<file path="src/rtl/lcd_frame_sequencer.sv">
// ILI9341 frame sequencer: power-up reset/INIT/sleep-out, then per-frame window
// command launch followed by an RGB565 pixel stream over a shared SPI byte port.
module lcd_frame_sequencer #(
    parameter int DW           = 8,
    parameter int RST_LOW_CYC  = 10000,
    parameter int RST_WAIT_CYC = 500000,
    parameter int SLP_WAIT_CYC = 12000000,
    parameter int H_PIX        = 240,
    parameter int V_PIX        = 320
) (
    input  logic          clk,
    input  logic          rst,
    input  logic          i_start,
    input  logic          i_stop,
    output logic          o_lcd_rst_n,
    output logic          o_send_comm_ena,
    output logic          o_command,
    input  logic          i_comm_array_sent,
    input  logic          i_cmd_send,
    input  logic [DW-1:0] i_cmd_data,
    input  logic          i_cmd_dc,
    input  logic          i_cmd_cs,
    output logic          o_cmd_sent,
    input  logic          i_pix_valid,
    input  logic [15:0]   i_pix_data,
    output logic          o_pix_ready,
    output logic          o_spi_send,
    output logic [DW-1:0] o_spi_data,
    output logic          o_spi_dc,
    output logic          o_spi_cs,
    input  logic          i_spi_done,
    output logic          o_frame_done,
    output logic          o_busy
);

    localparam int NPIX = H_PIX * V_PIX;
    localparam int PCW  = (NPIX > 1) ? $clog2(NPIX) : 1;
    localparam int MAXA = (RST_LOW_CYC > RST_WAIT_CYC) ? RST_LOW_CYC : RST_WAIT_CYC;
    localparam int MAXD = (MAXA > SLP_WAIT_CYC) ? MAXA : SLP_WAIT_CYC;
    localparam int DCW  = $clog2(MAXD + 1);

    typedef enum logic [3:0] {
        IDLE, HW_RST, RST_WAIT, INIT, SLP_WAIT, WIN, PIX_HI, PIX_LO, FRM_END
    } state_t;

    state_t          state, state_nx;
    logic [DCW-1:0]  dly_cnt;
    logic [PCW-1:0]  pix_cnt;
    logic [15:0]     pix_reg;
    logic            stop_lat;
    logic            fresh;    // first cycle in the current state
    logic            hi_pend;  // high byte launched, waiting for its done
    logic            pix_take;
    logic            last_pix;

    assign last_pix = (pix_cnt == PCW'(NPIX - 1));

    always_ff @(posedge clk or negedge rst) begin
        if (!rst) begin
            state    <= IDLE;
            dly_cnt  <= '0;
            pix_cnt  <= '0;
            pix_reg  <= '0;
            stop_lat <= 1'b0;
            fresh    <= 1'b0;
            hi_pend  <= 1'b0;
        end else begin
            state   <= state_nx;
            fresh   <= (state_nx != state);
            hi_pend <= (state_nx == PIX_HI) && (hi_pend || pix_take);

            if (state_nx != state)
                dly_cnt <= '0;
            else if (state == HW_RST || state == RST_WAIT || state == SLP_WAIT)
                dly_cnt <= dly_cnt + DCW'(1);

            if (pix_take)
                pix_reg <= i_pix_data;

            if (state == WIN && state_nx == PIX_HI)
                pix_cnt <= '0;
            else if (state == PIX_LO && state_nx == PIX_HI)
                pix_cnt <= pix_cnt + PCW'(1);

            if (state_nx == IDLE)
                stop_lat <= 1'b0;
            else if (state != IDLE && i_stop)
                stop_lat <= 1'b1;
        end
    end

    always_comb begin
        state_nx        = state;
        o_lcd_rst_n     = 1'b1;
        o_send_comm_ena = 1'b0;
        o_command       = 1'b0;
        o_cmd_sent      = 1'b0;
        o_pix_ready     = 1'b0;
        o_spi_send      = 1'b0;
        o_spi_data      = '0;
        o_spi_dc        = 1'b1;
        o_spi_cs        = 1'b1;
        o_frame_done    = 1'b0;
        o_busy          = (state != IDLE);
        pix_take        = 1'b0;

        case (state)
            IDLE:
                if (i_start) state_nx = HW_RST;
            HW_RST: begin
                o_lcd_rst_n = 1'b0;
                if (dly_cnt == DCW'(RST_LOW_CYC - 1)) state_nx = RST_WAIT;
            end
            RST_WAIT:
                if (dly_cnt == DCW'(RST_WAIT_CYC - 1)) state_nx = INIT;
            INIT, WIN: begin
                o_send_comm_ena = fresh;
                o_command       = (state == WIN);
                o_spi_send      = i_cmd_send;
                o_spi_data      = i_cmd_data;
                o_spi_dc        = i_cmd_dc;
                o_spi_cs        = i_cmd_cs;
                o_cmd_sent      = i_spi_done;
                if (i_comm_array_sent) state_nx = (state == WIN) ? PIX_HI : SLP_WAIT;
            end
            SLP_WAIT:
                if (dly_cnt == DCW'(SLP_WAIT_CYC - 1)) state_nx = WIN;
            PIX_HI: begin
                o_spi_cs   = 1'b0;
                o_spi_data = DW'(pix_reg[15:8]);
                if (hi_pend) begin
                    if (i_spi_done) state_nx = PIX_LO;
                end else if (i_pix_valid) begin
                    o_pix_ready = 1'b1;
                    o_spi_send  = 1'b1;
                    o_spi_data  = DW'(i_pix_data[15:8]);
                    pix_take    = 1'b1;
                    if (i_spi_done) state_nx = PIX_LO;
                end
            end
            PIX_LO: begin
                o_spi_cs   = 1'b0;
                o_spi_data = DW'(pix_reg[7:0]);
                o_spi_send = fresh;
                if (i_spi_done) state_nx = last_pix ? FRM_END : PIX_HI;
            end
            FRM_END: begin
                o_frame_done = 1'b1;
                state_nx     = (stop_lat || i_stop) ? IDLE : WIN;
            end
            default: state_nx = IDLE;
        endcase
    end

endmodule

</file>
<file path="config.mk">
export PLATFORM = sky130hd
export DESIGN_NAME = lcd_frame_sequencer
export DESIGN_NICKNAME = d
export VERILOG_FILES = /design/src/rtl/lcd_frame_sequencer.sv
export SDC_FILE = /design/constraint.sdc
export NUM_CORES = 1
export LEC_CHECK = 0
export CAP_MARGIN = 0
export CELL_PAD_IN_SITES_DETAIL_PLACEMENT = 1
export CELL_PAD_IN_SITES_GLOBAL_PLACEMENT = 2
export CORE_MARGIN = 4
export CORE_UTILIZATION = 35
export DETAILED_ROUTE_END_ITERATION = 10
export DONT_BUFFER_PORTS = 1
export MAX_ROUTING_LAYER = met4
export PLACE_DENSITY = 0.74
export SLEW_MARGIN = 20
export SYNTH_ARGS = -nofsm -noshare
export SYNTH_HDL_FRONTEND = slang
export SYNTH_SLANG_ARGS = --single-unit
</file>
<file path="constraint.sdc">
create_clock -name clk -period 2.16 [get_ports clk]
set_input_delay 0.108 -clock clk [delete_from_list [all_inputs] [get_ports clk]]
set_output_delay 0.108 -clock clk [all_outputs]
set_load 0.1 [all_outputs]
</file>
# After elaboration in Yosys (flattened, before gate mapping)
# Index checks and enable logic that the tools add are counted.
[word_totals] inputBits=34 out_inout_bits=18 elab_cells=72 reg_bits=64
[classes] reduce_logical=16 muxes=33 eq_ne=14 add_sub_neg=2
[op_table] operator="two-way mux 24 bit" n=2
[op_table] operator="two-way mux 4 bit" n=10
[op_table] operator="two-way mux 17 bit" n=2
[op_table] operator="one-hot mux 4 bit (8 select lines)" n=1
[op_table] operator="adder 24 x 1 -> 24 bit, second input constant" n=1
[op_table] operator="equality test 24 x 14 -> 1 bit, second input constant" n=1
[op_table] operator="equality test 24 x 19 -> 1 bit, second input constant" n=1
[op_table] operator="equality test 24 bit, second input constant" n=1
[op_table] operator="one-hot mux 8 bit (3 select lines)" n=1
[op_table] operator="equality test 4 x 3 -> 1 bit, second input constant" n=5
[op_table] operator="adder 17 x 1 -> 17 bit, second input constant" n=1
[op_table] operator="equality test 17 bit, second input constant" n=1
[op_table] operator="two-way mux 8 bit" n=2
[op_table] operator="two-way mux 1 bit" n=11
[op_table] operator="equality test 4 x 2 -> 1 bit, second input constant" n=2
[op_table] operator="zero test 4 bit" n=2
[op_table] operator="nonzero test 2 bit" n=3
[op_table] operator="equality test 4 x 1 -> 1 bit, second input constant" n=1
[op_table] operator="equality test 4 bit, second input constant" n=1
[op_table] operator="logical AND 1 bit" n=4
[op_table] operator="logical OR 1 bit" n=4
[op_table] operator="!= test 4 bit" n=1
[op_table] operator="nonzero test 4 bit" n=1
[op_table] operator="OR reduction 2 bit" n=2
[op_table] operator="other kinds (4)" n=4

# Longest topological paths before layout
# Gate-level depths: netlist (run 1).
[logic_depth] ltp_word=8 mapped_depth=10 ltp_nobuf=8

# Worst setup path before layout (run 1)
# OpenSTA, ideal clock, no wires.
[synth_path] path_kind="register to output" startpoint="register state[3]" endpoint="output port o_spi_data[4]" path_buffers=2 path_stages_with_launch=9 slack_ps=-1105 t_required_ps=2052 t_arrival_ps=3157 cell_sequence="dfrtp_1 clkbuf_1 or2b_1 nor2_1 nand2_1 clkinv_1 clkbuf_1 nand2_1 nand3_1"
[synth_between] elab_chain_len=3 word_cells_on_any_way=6 classes_between="eq/ne: 4; mux: 1; reduce/logical: 1"
[synth_lines] element="from (decl)" line_no="46" source="state_t state, state_nx;"
[synth_lines] element="from (signal assigned)" line_no="68" source="state <= state_nx;"
[synth_lines] element="equality test 4 x 3 -> 1 bit / equality test 4 x 2 -> 1 bit (equally long branches)" line_no="107" source="case (state)"
[synth_lines] element="OR reduction 2 bit" line_no="107"
[synth_lines] element="one-hot mux 8 bit (3 select lines) *" line_no="107"
[synth_lines] element="to (decl)" line_no="28" source="output logic [DW-1:0] o_spi_data,"
# Mark *: on every way between the ends. The rest lies on a longest branch, timed or not.

# Worst setup path in the final report (run 1)
[layout_path] startpoint="register state[2]" endpoint="register pix_cnt[15]"
[layout_between] elab_chain_len=7 word_cells_on_any_way=26 classes_between="eq/ne: 9; mux: 12; reduce/logical: 5"
[layout_lines] element="equality test 4 x 3 -> 1 bit / two-way mux 4 bit (equally long branches)"
[layout_lines] element="two-way mux 2 bit / two-way mux 4 bit (equally long branches)" line_no="124, 133"
[layout_lines] element="two-way mux 4 bit, on equally long branches" line_no="124, 131"
[layout_lines] element="one-hot mux 4 bit (8 select lines)" line_no="107"
[layout_lines] element="equality test 4 x 3 -> 1 bit" line_no="80, 82"
[layout_lines] element="logical AND 1 bit, on equally long branches" line_no="80, 82"
[layout_lines] element="two-way mux 17 bit / nonzero test 2 bit (equally long branches)"
[layout_lines] element="to (signal assigned)" line_no="83" source="pix_cnt <= pix_cnt + PCW'(1);"
[layout_lines] element="to (decl)" line_no="48" source="logic [PCW-1:0] pix_cnt;"
# Several ways; a longest one is shown, not always the timed one.
# A chain may end at the register's enable or synchronous reset.

==> metrics.md, run 1 <==
| Metric | Value |
|---|---|
| Crit path from | `state[2]$_DFF_PN0_` |
| Finish-stage setup viols | `7` |
| R2r setup slk | `-0.02 ns` |
| Worst VDD drop | `0.000843 V` |
| Worst-Skew Late Latency | `between 0.3 and 0.4 ns` |
| Setup Skew | `between 0.007 and 0.008 ns` |
| PortBufs | `0` |
| Max Cap Viol | `0` |
| Share of layout cells above drive strength 1 | `0.352` |
| Dpl hpwl | `7700 um` |
| Synth Flop Type | `dfrtp_1` |
| Achievable frequency | `459 MHz` |
| Static Leakage | `2.49 nW` |
| Critical Path AT | `around 2.5 ns` |
| Synth Net Count | `453` |
| CTS tree | `yes` |
| Die area | `12000 um2` |
| GP Congestion | `approximately 0.8` |
| EDFF count, synth | `0` |
| 1st-pass router iterations | `4` |
| Die span in y | `~110 um` |
| RSZ-0062 raised after global routing | `true` |
| Max Slew Vio Count | `0` |
| Final worst slack | `-0.0177 ns` |
| Commonest non-fill, non-tap cell in the layout | `buf_4` |
| Most frequent cells in the layout | `buf_4 (75), nand2_1 (68), dfrtp_1 (61)` |
| Ys Warns | `0` |
| Core area | `slightly below 10000 um2` |
| Inserted Diodes | `0` |
| Max reg flops | `24` |
| Sequential fraction of the synthesis area | `0.444` |
| Largest net degree at the start of global routing | `between 60 and 70` |
| Min Tclk post-route | `approximately 2.2 ns` |
| Rows | `36` |
| Via count | `3489` |
| Die Wd | `around 110 um` |
| Worst r2r src | `state[2]$_DFF_PN0_` |
| Failing checks | `negative setup slack` |
| Synth Register Bits | `64` |
| Unique cell type count in the Yosys netlist | `56` |
| Final-stage net count | `about 560` |
| Hold endpoint | `stop_lat$_DFFE_PN0P_` |
| GR Overflow Total | `0` |
| Asr flop ratio synth | `1.00` |
| Area Overhead vs Synth | `48.9%` |
| Sink Count | `64` |
| Critical-path maximum fanout | `4` |
| HP Start | `i_stop` |
| Critical Path RT | `about 2.4 ns` |
| Fin. Hold Viols | `0` |
| Mapped cell area | `roughly 3600 um2` |
| DP Worst Slack | `-0.0486 ns` |
| Status | `finished, violations left` |
| GRT Util Overall | `0.206` |
| Layout Cells excl Fill | `between 600 and 700` |
| Boundary Pins | `52` |
| Remaining DRCs | `0` |
| Worst hold stages | `2` |
| Total CTS buffers | `9` |
| R2R depth | `8` |
| Worst-margin pin slew | `between 0.3 and 0.4 ns` |
| Worst slew margin | `0.742` |
| Final ANT Viol Nets | `0` |
| Syn Area/Cell | `slightly below 9 um2` |
| Critical path type | `reg -> reg` |
| Reg-to-reg endpoint | `pix_cnt[15]$_DFFE_PN0P_` |
| Final WL | `12100 um` |
| Post-synthesis cell count | `between 400 and 500` |
| Via/cell ratio | `5.25` |
| # placed instances | `620` |
| Critical path capture point type | `register` |
| Vias in the first global route | `~3700` |
| Starting density of the core | `0.364` |
| Pwr Density | `approximately 1300 nW/um2` |
| Routed wire per std cell | `roughly 18 um` |
| 1st-iter DRT viols | `around 150` |
| Clock Tree Buf Depth | `2` |
| H-tree depth | `3` |
| Worst-path clk slew | `approximately 0.070 ns` |
| Total power | `slightly below 7 mW` |
| Startpoint Class | `register` |
| Final core occ | `0.542` |
| CTS Root Cell | `clkbuf_8` |
| Worst Hold Class | `in -> reg` |
| Global-route wire length before repair | `18700 um` |
| Tcrit/Tclk final | `1.01` |
| Antenna violations before repair | `0` |
what timing repair did:
action | CTS | global route
setup buffers | 4 | 5
setup endpoints to repair | 46 | 53
endpoints found under the hold margin | 80 | 0
cloned | 1 | 1
hold buffers | 18 | 0
resized for setup | 22 | 60
pin swaps | 1 | 17
area by class of cell:
class | count | area [um2]
clock buffer | 14 | 193
clock inverter | 2 | 10.0
fill | 1154 | 4540
inverter | 10 | 40.0
multi-input combinational | 328 | 2230
sequential | 64 | 1610
tap | 133 | 166
timing repair buffer | 114 | 1130
where the power goes:
group          switching, mW  leakage [nW]  internal (mW)  total [mW]
clock network          0.481         0.108          0.571        1.05
registers              0.210         0.854           1.43        1.64
logic                   2.57          1.53           1.62        4.19
total                   3.26          2.49           3.62        6.88
worst max-delay path, stage by stage, from the launching register on:
cell and delay [ns]:
dfrtp_2 0.42, buf_6 0.14, xnor2_4 0.15, nor2_2 0.08
a2111oi_4 0.37, o21ai_2 0.14, or2_4 0.28, or4_4 0.42
a21oi_2 0.13
kinds of logic (layout without fill, tap and decap cells):
kind of cell,after synthesis,count (layout),share of synthesized area
simple gates,235,236,0.321
mux,2,2,0.00901
compound gates,59,59,0.110
fa+ha+maj,3,3,0.00970
buf+inv,26,140,0.0336
xor+xnor,28,28,0.0731
flops,64,64,0.444
layer usage:
layer  wire length [um]  vias to the layer above  global-route usage  part of all wire
met3                436                       26              0.0405             0.036
met4                357                        0              0.0606             0.030
met5                  0                        -                   -                 0
li1                   -                     1660                   -                 -
met2               6020                       73               0.338              0.50
met1               5240                     1730               0.258              0.43
cell usage after synthesis (6+ instances only):
library cell | instances | area [um2]
dfrtp_1 | 64 | 1600
o21ai_0 | 17 | 85.1
buf_2 | 7 | 35.0
nor2b_1 | 7 | 43.8
xnor2_1 | 9 | 78.8
nand2_1 | 85 | 319
clkbuf_1 | 6 | 22.5
a22oi_1 | 8 | 60.1
nand3_1 | 31 | 155
nor2_1 | 50 | 188
nor3_1 | 12 | 60.1
a21oi_1 | 15 | 75.1
and2_1 | 6 | 37.5
and3_1 | 9 | 56.3
inv_1 | 9 | 33.8
xor2_1 | 18 | 158
stage by stage:
step | instance area (um2) | hold WS, ns | TNS [ns]
2_1_floorplan | 3700 | -0.188 | -13.44
3_3_place_gp | 4550 | -0.186 | 0
3_5_place_dp | 4550 | -0.186 | -0.780
4_1_cts | 5060 | 0.0193 | -0.551
5_1_grt | 5370 | 0.0372 | -3.23
6_report | 5370 | 0.0503 | -0.0502
worst max path at each step:
stage	to	slack, ns	cells after the start
3_3_place_gp	pix_cnt[15]$_DFFE_PN0P_	0.01	7
6_report	pix_cnt[15]$_DFFE_PN0P_	-0.02	8
5_1_grt	dly_cnt[23]$_DFFE_PN0P_	-0.11	8
2_1_floorplan	dly_cnt[0]$_DFFE_PN0P_	-0.39	8
3_5_place_dp	pix_cnt[13]$_DFFE_PN0P_	-0.05	9
4_1_cts	pix_cnt[15]$_DFFE_PN0P_	-0.03	8
Note: power is estimated with default switching activity, not from simulation.
==> run 2: changes to the inputs <==
Settings changed: BUFFER_PORTS_ARGS set to -buffer_cell sky130_fd_sc_hd__buf_2, CORE_MARGIN 4 to unset, CORE_UTILIZATION 35 to 31, DONT_BUFFER_PORTS 1 to unset, PLACE_DENSITY 0.74 to 0.73.
==> run 2 against run 1 <==
Compared with the run above:
- non-clock buffer count is 25 higher
- final cell count grew 5.3%
- fmax decreased by 1.9%
- global-route usage increased by 0.50 points
- cell area grew 1.3%
- the flow finishes with violations (negative hold slack, negative setup slack)
- combinational power decreased by 4.8%
- routed wire length down 5.2%
- sequential power about the same
- clock skew is 0.0020 ns lower
- register-to-register slack worse by 0.04 ns
- clock power rose by 42%
==> metrics.md, run 2 (synthesis gave the netlist of run 1 again) <==
| Metric | Value |
|---|---|
| Status | `finished, violations left` |
| Min Tclk post-route | `2.22 ns (+0.0417 ns)` |
| Die area | `12100 um2 (+0.65%)` |
| Clock Tree Buf Depth | `2 (unchanged)` |
| Largest net degree at the start of global routing | `65 (unchanged)` |
| 1st-pass router iterations | `6 (+2)` |
| Boundary Pins | `52 (unchanged)` |
| Finish-stage setup viols | `25 (+18)` |
| Starting density of the core | `0.317 (-0.0468)` |
| Critical path capture point type | `register` |
| Fin. Hold Viols | `1 (+1)` |
| Worst-margin pin slew | `0.470 ns (+0.0858 ns)` |
| Remaining DRCs | `0 (unchanged)` |
| Sw frac | `0.448 (-0.0258)` |
| DP Worst Slack | `-0.144 ns (-0.0957 ns)` |
| Area Overhead vs Synth | `50.8%` |
| Critical path buffers and inverters | `2 (+1)` |
| GR Overflow Total | `0 (unchanged)` |
| Inserted Diodes | `0 (unchanged)` |
| Critical path type | `reg -> reg` |
| Clock Power Share | `0.210 (+0.057)` |
| Worst Hold Class | `in -> reg` |
| P_int | `3.91 mW (+8.1%)` |
| Tcrit/Tclk final | `1.03 (+0.0193)` |
| Via count | `3529 (+1.1%)` |
| Max Slew Vio Count | `0 (unchanged)` |
| Crit-path leading delay family | `compound AO/OA/AOI/OAI gates` |
| Antenna violations before repair | `0 (unchanged)` |
| Max reg flops | `24 (unchanged)` |
| DP Area | `4760 um2 (+4.7%)` |
| Final instance area | `5440 um2 (+1.3%)` |
| Net Sw Power | `3.18 mW (-2.6%)` |
| Total CTS buffers | `9 (unchanged)` |
| Most frequent cells in the layout | `nand2_1 (77), buf_4 (69), dfrtp_1 (60)` |
| Worst VDD drop | `0.000980 V (+16%)` |
| Vias in the first global route | `3743 (+0.75%)` |
| Critical Path AT | `2.45 ns (about the same)` |
| Max Cap Viol | `0 (unchanged)` |
| Worst slew margin | `0.684 (-0.0576)` |
| Commonest non-fill, non-tap cell in the layout | `nand2_1` |
| CP cell instances | `buf_4 > xnor2_4 > nor2_2 > a2111oi_4 > o21ai_2 > a21oi_2 > mux2i_4 > buf_12 > nor2_1` |
| Failing checks | `negative hold slack, negative setup slack` |
| Achievable frequency | `451 MHz (-1.9%)` |
| CTS Root Cell | `clkbuf_16` |
| Sequential share of power | `0.228 (-0.010)` |
| Die Wd | `110 um (+0.32%)` |
| Final WL | `11400 um (-5.2%)` |
| Fill cells | `1320 (+14%)` |
| Final ANT Viol Nets | `0 (unchanged)` |
| 1st-iter DRT viols | `134 (-7.6%)` |
| Routed wire per std cell | `16.3 um (-9.9%)` |
| Pwr Density | `1300 nW/um2 (+1.7%)` |
| Sink Count | `64 (unchanged)` |
| Dpl hpwl | `8110 um (+5.3%)` |
| Final-stage net count | `588 (+4.4%)` |
| Setup Skew | `0.00532 ns (-0.00197 ns)` |
| Final worst slack | `-0.0593 ns (-0.0417 ns)` |
| GRT Util Overall | `0.211 (+0.00499)` |
| Worst-Skew Late Latency | `0.34 ns (about the same)` |
| Startpoint Class | `register` |
| Die span in y | `110 um (+0.32%)` |
| Global-route wire length before repair | `18700 um (-0.11%)` |
| Share of layout cells above drive strength 1 | `0.370 (+0.0183)` |
| H-tree depth | `3 (unchanged)` |
| Critical Path RT | `2.39 ns (-0.05 ns)` |
| Worst-path clk slew | `0.06 ns (about the same)` |
| PortBufs | `51 (+51)` |
| Critical path's slowest cell | `dfrtp_2` |
| RSZ-0062 raised after global routing | `true` |
| Via/cell ratio | `5.04 (-3.9%)` |
| Hold_ws | `-0.0117 ns (-0.0620 ns)` |
| Core area | `11400 um2 (+15%)` |
| Crit path largest cell delay | `0.42 ns (about the same)` |
| Static Leakage | `2.56 nW (+2.6%)` |
| Critical-path maximum fanout | `24 (+20)` |
| GP Congestion | `0.801 (about the same)` |
| CTS tree | `yes` |
| Rows | `39 (+8.3%)` |
| Combinational fraction of design power | `0.562 (-0.047)` |
run 2: final timing paths:
path | cells past startpoint | startpoint | slack [ns] | endpoint
worst max-delay path | 9 | state[2]$_DFF_PN0_ | -0.06 | dly_cnt[13]$_DFFE_PN0P_
worst min-delay path | 3 | i_pix_data[10] | -0.01 | pix_reg[10]$_DFFE_PN0P_
worst max register to register | 9 | state[2]$_DFF_PN0_ | -0.06 | dly_cnt[13]$_DFFE_PN0P_
worst min register to register | 2 | pix_reg[10]$_DFFE_PN0P_ | 0.48 | pix_reg[10]$_DFFE_PN0P_
max in group asynchronous | 3 | rst | 1.53 | pix_reg[12]$_DFFE_PN0P_
min in group asynchronous | 3 | rst | 0.31 | pix_reg[15]$_DFFE_PN0P_
run 2: repair_timing:
| item | in CTS | in global routing |
|---|---|---|
| cloned | 1 | 0 |
| hold buffers | 11 | 0 |
| resized for setup | 25 | 30 |
| buffers inserted | 3 | 7 |
| pin swaps | 3 | 6 |
| hold endpoints to repair | 74 | 0 |
| setup endpoints to repair | 53 | 54 |
run 2: metal layers:
metal  vias to the layer above  part of all wire  global-route usage  wire length (um)
li1                       1707                 -                   -                 -
met1                      1754              0.46               0.263              5290
met2                        52              0.49               0.339              5580
met3                        16             0.034              0.0439               389
met4                         0             0.015              0.0714               172
met5                         -                 0                   -                 0
run 2: worst min-delay path, cell delays in order:
cell and delay [ns]:
buf_2 0.08, nand2_2 0.05, nand2_1 0.05
run 2: area by class of cell:
| class | count | area (um2) | area share |
|---|---|---|---|
| multi-input combinational | 327 | 2110 | 0.387 |
| clock inverter | 3 | 40.0 | 0.00736 |
| sequential | 64 | 1610 | 0.295 |
| tap | 143 | 179 | 0.0329 |
| clock buffer | 13 | 260 | 0.0478 |
| inverter | 10 | 45.0 | 0.00828 |
| timing repair inverter | 1 | 8.76 | 0.00161 |
| timing repair buffer | 139 | 1190 | 0.220 |
run 2: per-stage QoR:
| stage | utilization | hold slack [ns] | setup TNS (ns) | total power, mW | std cells |
|---|---|---|---|---|---|
| after floorplan | - | -0.188 | -13.44 | 4.02 | 417 |
| after global placement | 0.419 | 0.155 | -2.06 | 5.26 | 663 |
| after detailed placement | 0.419 | 0.156 | -4.35 | 5.33 | 663 |
| after CTS | 0.467 | 0.000356 | -1.29 | 7.02 | 694 |
| after global routing | 0.479 | 0.00161 | -5.39 | 7.45 | 700 |
| final | 0.479 | -0.0117 | -1.16 | 7.09 | 700 |
run 2: power groups by stage:
stage | sequential, mW | clock (mW) | combinational, mW
final | 1.61 | 1.49 | 3.99
after global routing | 1.64 | 1.56 | 4.24
after CTS | 1.60 | 1.53 | 3.89
after detailed placement | 1.62 | 0 | 3.71
after global placement | 1.61 | 0 | 3.65
after floorplan | 1.54 | 0 | 2.47
